File: src/rtl/gray_pkg.sv
// Shared types and helpers for the Gray-code input path.
// Holds the conditioner state enum, default width and Hamming helper.
package gray_pkg;

    localparam int GRAY_W   = 4;
    localparam int HAMM_MAX = 32;

    typedef enum logic [1:0] {
        INIT   = 2'd0,
        IDLE   = 2'd1,
        SETTLE = 2'd2
    } gray_cond_state_t;

    // Popcount of a ^ b; callers zero-extend words up to HAMM_MAX bits.
    function automatic int unsigned hamming(
        input logic [HAMM_MAX-1:0] a,
        input logic [HAMM_MAX-1:0] b
    );
        logic [HAMM_MAX-1:0] x;
        int unsigned         n;
        x = a ^ b;
        n = 0;
        for (int i = 0; i < HAMM_MAX; i++) begin
            n += {31'd0, x[i]};
        end
        return n;
    endfunction

endpackage

File: src/rtl/gray_input_conditioner_sync.sv
// Two-flop per-bit synchronizer, async active-low reset to 0.
// Ports: clk, rst_n, d_i (async word), q_o (clk-domain word).
module sync_2ff #(
    parameter int WIDTH = 4
) (
    input  logic             clk,
    input  logic             rst_n,
    input  logic [WIDTH-1:0] d_i,
    output logic [WIDTH-1:0] q_o
);

    logic [WIDTH-1:0] meta_q;
    logic [WIDTH-1:0] sync_q;

    always_ff @(posedge clk or negedge rst_n) begin
        if (!rst_n) begin
            meta_q <= '0;
            sync_q <= '0;
        end else begin
            meta_q <= d_i;
            sync_q <= meta_q;
        end
    end

    assign q_o = sync_q;

endmodule

File: src/rtl/gray_input_conditioner.sv
// Synchronizes and debounces a raw Gray word, strobes accepted words.
// Ports: clk, rst_n, gray_raw in; gray_out, gray_valid, step_err, busy out.
module gray_input_conditioner
    import gray_pkg::*;
#(
    parameter int WIDTH         = GRAY_W,
    parameter int STABLE_CYCLES = 16,
    parameter int CNT_W         = $clog2(STABLE_CYCLES)
) (
    input  logic             clk,
    input  logic             rst_n,
    input  logic [WIDTH-1:0] gray_raw,
    output logic [WIDTH-1:0] gray_out,
    output logic             gray_valid,
    output logic             step_err,
    output logic             busy
);

    localparam logic [CNT_W-1:0] CNT_LAST = CNT_W'(STABLE_CYCLES - 1);

    logic [WIDTH-1:0] s;

    gray_cond_state_t state_q, state_d;
    logic [WIDTH-1:0] cand_q, cand_d;
    logic [CNT_W-1:0] cnt_q, cnt_d;
    logic [WIDTH-1:0] out_q, out_d;
    logic             valid_q, valid_d;
    logic             err_q, err_d;

    sync_2ff #(
        .WIDTH (WIDTH)
    ) u_sync (
        .clk   (clk),
        .rst_n (rst_n),
        .d_i   (gray_raw),
        .q_o   (s)
    );

    always_ff @(posedge clk or negedge rst_n) begin
        if (!rst_n) begin
            state_q <= INIT;
            cand_q  <= '0;
            cnt_q   <= '0;
            out_q   <= '0;
            valid_q <= 1'b0;
            err_q   <= 1'b0;
        end else begin
            state_q <= state_d;
            cand_q  <= cand_d;
            cnt_q   <= cnt_d;
            out_q   <= out_d;
            valid_q <= valid_d;
            err_q   <= err_d;
        end
    end

    always_comb begin
        state_d = state_q;
        cand_d  = cand_q;
        cnt_d   = cnt_q;
        out_d   = out_q;
        valid_d = 1'b0;
        err_d   = 1'b0;
        unique case (state_q)
            INIT, SETTLE: begin
                // A mismatch always restarts, even on the would-be commit edge.
                if (s != cand_q) begin
                    cand_d = s;
                    cnt_d  = '0;
                end else if (cnt_q == CNT_LAST) begin
                    state_d = IDLE;
                    cnt_d   = '0;
                    // First commit after reset always strobes; later ones
                    // only when the word actually moved away from gray_out.
                    if (state_q == INIT || cand_q != out_q) begin
                        out_d   = cand_q;
                        valid_d = 1'b1;
                        err_d   = (state_q == SETTLE) &&
                                  (hamming(HAMM_MAX'(cand_q),
                                           HAMM_MAX'(out_q)) > 1);
                    end
                end else begin
                    cnt_d = cnt_q + CNT_W'(1);
                end
            end
            IDLE: begin
                if (s != out_q) begin
                    cand_d  = s;
                    cnt_d   = '0;
                    state_d = SETTLE;
                end
            end
            default: begin
                state_d = INIT;
            end
        endcase
    end

    assign gray_out   = out_q;
    assign gray_valid = valid_q;
    assign step_err   = err_q;
    assign busy       = (state_q != IDLE);

endmodule
File: config.mk
export PLATFORM = sky130hd
export DESIGN_NAME = gray_input_conditioner
export DESIGN_NICKNAME = d
export VERILOG_FILES = /design/src/rtl/gray_pkg.sv /design/src/rtl/gray_input_conditioner_sync.sv /design/src/rtl/gray_input_conditioner.sv
export SDC_FILE = /design/constraint.sdc
export NUM_CORES = 1
export LEC_CHECK = 0
export BUFFER_PORTS_ARGS = -buffer_cell sky130_fd_sc_hd__buf_2
export CAP_MARGIN = 25
export CORE_MARGIN = 4
export CORE_UTILIZATION = 35
export CTS_CLUSTER_SIZE = 24
export DETAILED_ROUTE_END_ITERATION = 6
export GPL_TIMING_DRIVEN = 0
export PLACE_DENSITY = 0.64
export SYNTH_ARGS = -nofsm -noshare
export SYNTH_HDL_FRONTEND = slang
export SYNTH_SLANG_ARGS = --single-unit
File: constraint.sdc
create_clock -name clk -period 1.9 [get_ports clk]
set_clock_uncertainty 0.1 [all_clocks]
set_input_delay 0.57 -clock clk [delete_from_list [all_inputs] [get_ports clk]]
set_output_delay 0.57 -clock clk [all_outputs]
set_load 0.01 [all_outputs]
# Word level (Yosys, flattened, before mapping)

Cells that the tools add are included.
Widths: inputs -> output; s select.

Register bits: 24
Input bits: 6
Output and inout port bits: 7
Logic and storage cells: 82

Add/sub/neg operators: 32
Magnitude comparators: 1
Eq/ne operators: 11
Mux-type cells: 19
Bitwise operators: 2
Reductions and logical operators: 9

Operators by type and width:

| kind                  | number |
|---|---|
| $add 31x1->32 const B | 1 |
| $gt 32x1->1 const B   | 1 |
| $add 30x1->31 const B | 1 |
| $add 29x1->30 const B | 1 |
| $add 28x1->29 const B | 1 |
| $add 27x1->28 const B | 1 |
| $add 26x1->27 const B | 1 |
| $add 25x1->26 const B | 1 |
| $add 24x1->25 const B | 1 |
| $add 23x1->24 const B | 1 |
| $add 22x1->23 const B | 1 |
| $add 21x1->22 const B | 1 |
| $add 20x1->21 const B | 1 |
| $add 19x1->20 const B | 1 |
| $mux 4                | 5 |
| $add 18x1->19 const B | 1 |
| $add 17x1->18 const B | 1 |
| $add 16x1->17 const B | 1 |
| $add 15x1->16 const B | 1 |
| $pmux 4 s2            | 2 |
| $add 14x1->15 const B | 1 |
| $add 13x1->14 const B | 1 |
| $add 12x1->13 const B | 1 |
| $add 11x1->12 const B | 1 |
| 30 further kinds      | 45 |

# Logic depth before layout (Yosys ltp)

Word-level depth: 38
Depth in mapped cells: 7
Depth with buffers taken out: 7

# Modules after synthesis

Synthesis repeated with hierarchy kept, for this count alone.

Cell total of the unflattened synthesis: 81
Area total of the unflattened synthesis: 1086.0 um2

By module, submodules not included:

| module                 | times used | cells each | area an instance (um2) | sequential area each (um2) |
|---|---|---|---|---|
| gray_input_conditioner | 1          | 73         | 885.8                  | 400.4 |
| sync_2ff               | 1          | 8          | 200.2                  | 200.2 |

# Worst setup path after synthesis

No wires, ideal clock.

Kind: reg-to-reg
From: register out_q[0] (netlist: gray_out[0])
To: register out_q[0] (netlist: gray_out[0])
Library setup time: 0.125 ns
Arrival: 1.731 ns
Required time: 1.675 ns
Slack: -0.055 ns
Cell stages (with the launch flop): 8
Buffers on the path: 0
Clock period less this slack: 1.955 ns
Cells stage by stage: dfrtp_1 -> xor2_1 -> inv_1 -> ha_1 -> nand2_1 -> nor3_1 -> or4_4 -> mux2_2

Longest elaborated chain between the ends: 3

RTL lines:

| what                       | RTL line                     | text |
|---|---|---|
| from (decl)                | gray_input_conditioner.sv:26 | `logic [WIDTH-1:0] out_q, out_d;` |
| from (signal assigned)     | gray_input_conditioner.sv:51 | `out_q <= out_d;` |
| $ne 4x4->1                 | gray_input_conditioner.sv:75 | `if (state_q == INIT \|\| cand_q != out_q) begin` |
| $logic_or 1x1->1           | gray_input_conditioner.sv:75 |  |
| $reduce_and 4->1 (no line) | -                            |  |

Every way passes these cells.
A chain may end at the register's enable or synchronous reset.

# Worst setup path in the final report

From: register cand_q[0]
To: register out_q[0] (netlist: gray_out[0])

Longest elaborated chain between the ends: 3
Elaborated cells on any way between the ends: 5
Those cells by class: eq/ne: 2; bitwise: 1; reduce/logical: 2

RTL lines:

| what                                                 | RTL line                                                   | text |
|---|---|---|
| from (decl)                                          | gray_input_conditioner.sv:24                               | `logic [WIDTH-1:0] cand_q, cand_d;` |
| from (signal assigned)                               | gray_input_conditioner.sv:49                               | `cand_q <= cand_d;` |
| $ne 4x4->1, on equally long branches                 | gray_input_conditioner.sv:75, gray_input_conditioner.sv:67 |  |
| $logic_or 1x1->1 / $not 1->1 (equally long branches) | -                                                          |  |
| $reduce_and 4->1 (no line)                           | -                                                          |  |

Parallel ways exist; a longest one is shown, timed or not.

==> out/metrics.yaml <==
status:
  outcome: "complete, but fails checks"
  violations: "setup timing"
worst_setup_path:
  cpPeakStageDelay_ns: 0.47
  r2r_end: "gray_out[0]$_DFFE_PN0P_"
  rr_startpoint: "cand_q[0]$_DFFE_PN0P_"
  ff2ff_path_depth: 7
  startpoint_type: "register"
  worstSetupPathType: "reg -> reg"
  worstPathRequired_ns: 2.02
  path_max_fanout: 4
  rrSetupSlack_ns: -0.08
  worst_path_max_delay_cell: "or4_4"
  crit_arrival_ns: 2.11
  cp-end-kind: "register"
  path_cells: "xor2_2 > inv_1 > ha_2 > nand2_1 > nor3_1 > or4_4 > mux2_4"
power_and_ir_drop:
  worst_ir_drop_vdd_uv: 271.6
  p_leak_nw: 0.6121
  power.total_mw: 0.9097
  powerDensity_nw_per_um2: 701.1
drt:
  vias: 711
  drtIter0Drc: 50
  drcViolationCount: 0
  ant_nets: 0
  first_pass_iters: 4
  routed_wl_mm: 1.803
  wire_per_inst_um: 13.36
  post_drt_via_cell_ratio: 5.267
cts:
  cts_max_level: 1
  clock-root-buffer: "clkbuf_4"
  cts.sinks: 24
  clk_pin_slew_ns: 0.13
  cts_tree: "done"
  cts_hold_buf: 0
  numCtsBuffers: 3
  clk_path_buf_depth: 2
  clk-insertion-delay-late_ns: 0.32
global_route:
  grt_max_degree: 25
  grt_pass1_vias: 713
  grt.overflow.total: 0
  grt_usage: 0.1063
  antenna_found_initial: 0
  grt_pass1_wl_mm: 3.243
timing:
  setup_ws_ns: -0.08447
  hold_slack_ns: 0.09645
  hold_viol: 0
  max_freq_ghz: 0.5039
  report.final.setup_viol: 3
  rsz0062_at_grt: "yes"
  maxSlewHeadroom: 0.6573
  worst_pin_slew_ns: 0.5141
  timing.final.crit_share: 1.044
  fin_crit_ns: 1.984
  finalMaxSlewViolations: 0
  setup_tns_ns: -0.2028
placement:
  dpl.hpwl_mm: 1.249
  dpl_worst_slack_ns: -0.1506
  place_area_um2: 1170
  dp.cells: 124
  portBuffers: 12
  place.gp.congestion: 0.7518
die:
  coreArea_um2: 2829
  placementRows: 19
  initial_core_util: 0.3728
  io_pins: 13
  design.die.area_um2: 3956
  die_w_um: 62.90
  die_y_um: 62.90
final_layout:
  drive_gt1_frac: 0.4231
  diodes: 0
  area_growth_pct: 23.01
  fin_area_um2: 1297
  layout.cells.non_filler: 135
  post-route-util: 0.4586
  fin_nets: 114
flow_run:
  drv_cap: 0
synth:
  syn-num-nets: 90
  synth_edf_count: 0
  ys_ff_latch: 24
  synth_area_um2: 1055
  synthTopCellsByArea: "dfrtp_1, mux2_2, xor2_1"
  synth_common_cells: "dfrtp_1, mux2_2, xor2_1"
  synth_cell_types: 29
  synth_ff_type: "dfrtp_1"
  synth_area_leader_cell: "dfrtp_1"
  async_reset_ff_frac: 1.000
  yosysWarnings: 0
  syn_area_per_cell_um2: 13.02
  syn_inst: 81
  ys_seq_area_frac: 0.5694
  synth_most_common_cell: "dfrtp_1"
  synth_top_cell_area_share: 0.5694
hold_path:
  min_path_type: "in -> async"
[critical path: cells and delay by family, from the launching register on]
kind,cells,cell delay (ns)
xor gates and xnor gates,1,0.18
muxes,1,0.31
and+or+nand+nor,3,0.58
buffers and inverters,1,0.06
adders and majority gates,1,0.18
DFF,1,0.46
[how the worst max path moves through the flow]
stage	cells past startpoint	slack (ns)	endpoint	start
floorplan	7	0.007	gray_out[0]$_DFFE_PN0P_	cand_q[0]$_DFFE_PN0P_
global placement	4	-0.14	cand_q[2]$_DFFE_PN0P_	gray_out[3]$_DFFE_PN0P_
detailed placement	4	-0.15	cand_q[2]$_DFFE_PN0P_	gray_out[3]$_DFFE_PN0P_
CTS	7	-0.06	gray_out[0]$_DFFE_PN0P_	cand_q[0]$_DFFE_PN0P_
global route	7	-0.13	gray_out[0]$_DFFE_PN0P_	cand_q[0]$_DFFE_PN0P_
finish	7	-0.08	gray_out[0]$_DFFE_PN0P_	cand_q[0]$_DFFE_PN0P_
[registers in the layout, indices dropped and copies added, names as in the netlist]
| register | flops |
|---|---|
| cand_q | 4 |
| cnt_q | 4 |
| gray_out | 4 |
| u_sync.meta_q | 4 |
| u_sync.q_o | 4 |
| state_q | 2 |
| gray_valid | 1 |
| step_err | 1 |
[timing repair]
item / CTS / global route
resized for setup: 4 / 4
pin swaps: 2 / 1
setup endpoints to repair: 8 / 9
hold endpoints to repair: 0 / 0
setup buffers: 7 / 1
[layout by cell type, fill, tap and decap left out, types with 2 or more instances in the layout]
| master | count |
|---|---|
| mux2_2 | 7 |
| clkbuf_4 | 3 |
| xnor2_1 | 4 |
| nor2_1 | 2 |
| buf_2 | 12 |
| dfrtp_2 | 3 |
| xor2_2 | 2 |
| a22o_1 | 2 |
| inv_1 | 5 |
| xor2_1 | 6 |
| buf_4 | 8 |
| o21ai_0 | 2 |
| nor3_1 | 2 |
| dfrtp_1 | 21 |
| nand2_1 | 2 |
| a21oi_1 | 2 |
[area by class of cell]
cell class / count / area (um^2)
multi-input combinational: 51 / 479.2
timing repair buffer: 20 / 120.1
tap: 31 / 38.79
clock buffer: 4 / 36.28
inverter: 5 / 18.77
sequential: 24 / 604.3
fill: 251 / 1531
[routing by layer]
metal	up-vias	track usage	routed length, um
li1	335	-	-
met1	347	0.1254	759
met2	24	0.1673	894
met3	5	0.02878	103
met4	0	0.07163	45
met5	-	0	0
[logic make-up (layout without fill, tap and decap cells)]
family	Yosys count	in the layout	share of synthesized area
DFF	24	24	0.5694
AOI/OAI and AO/OA	14	14	0.09492
and+or+nand+nor	14	14	0.08660
xor gates and xnor gates	12	12	0.09964
muxes	8	8	0.08541
buffers and inverters	6	29	0.02135
adders and majority gates	3	3	0.04270
[power breakdown]
part / switching [mW] / internal (mW)
registers: 0.0187 / 0.529
logic: 0.0453 / 0.0476
clock network: 0.152 / 0.117
total: 0.216 / 0.694
Power figures use the tool's default switching activity.
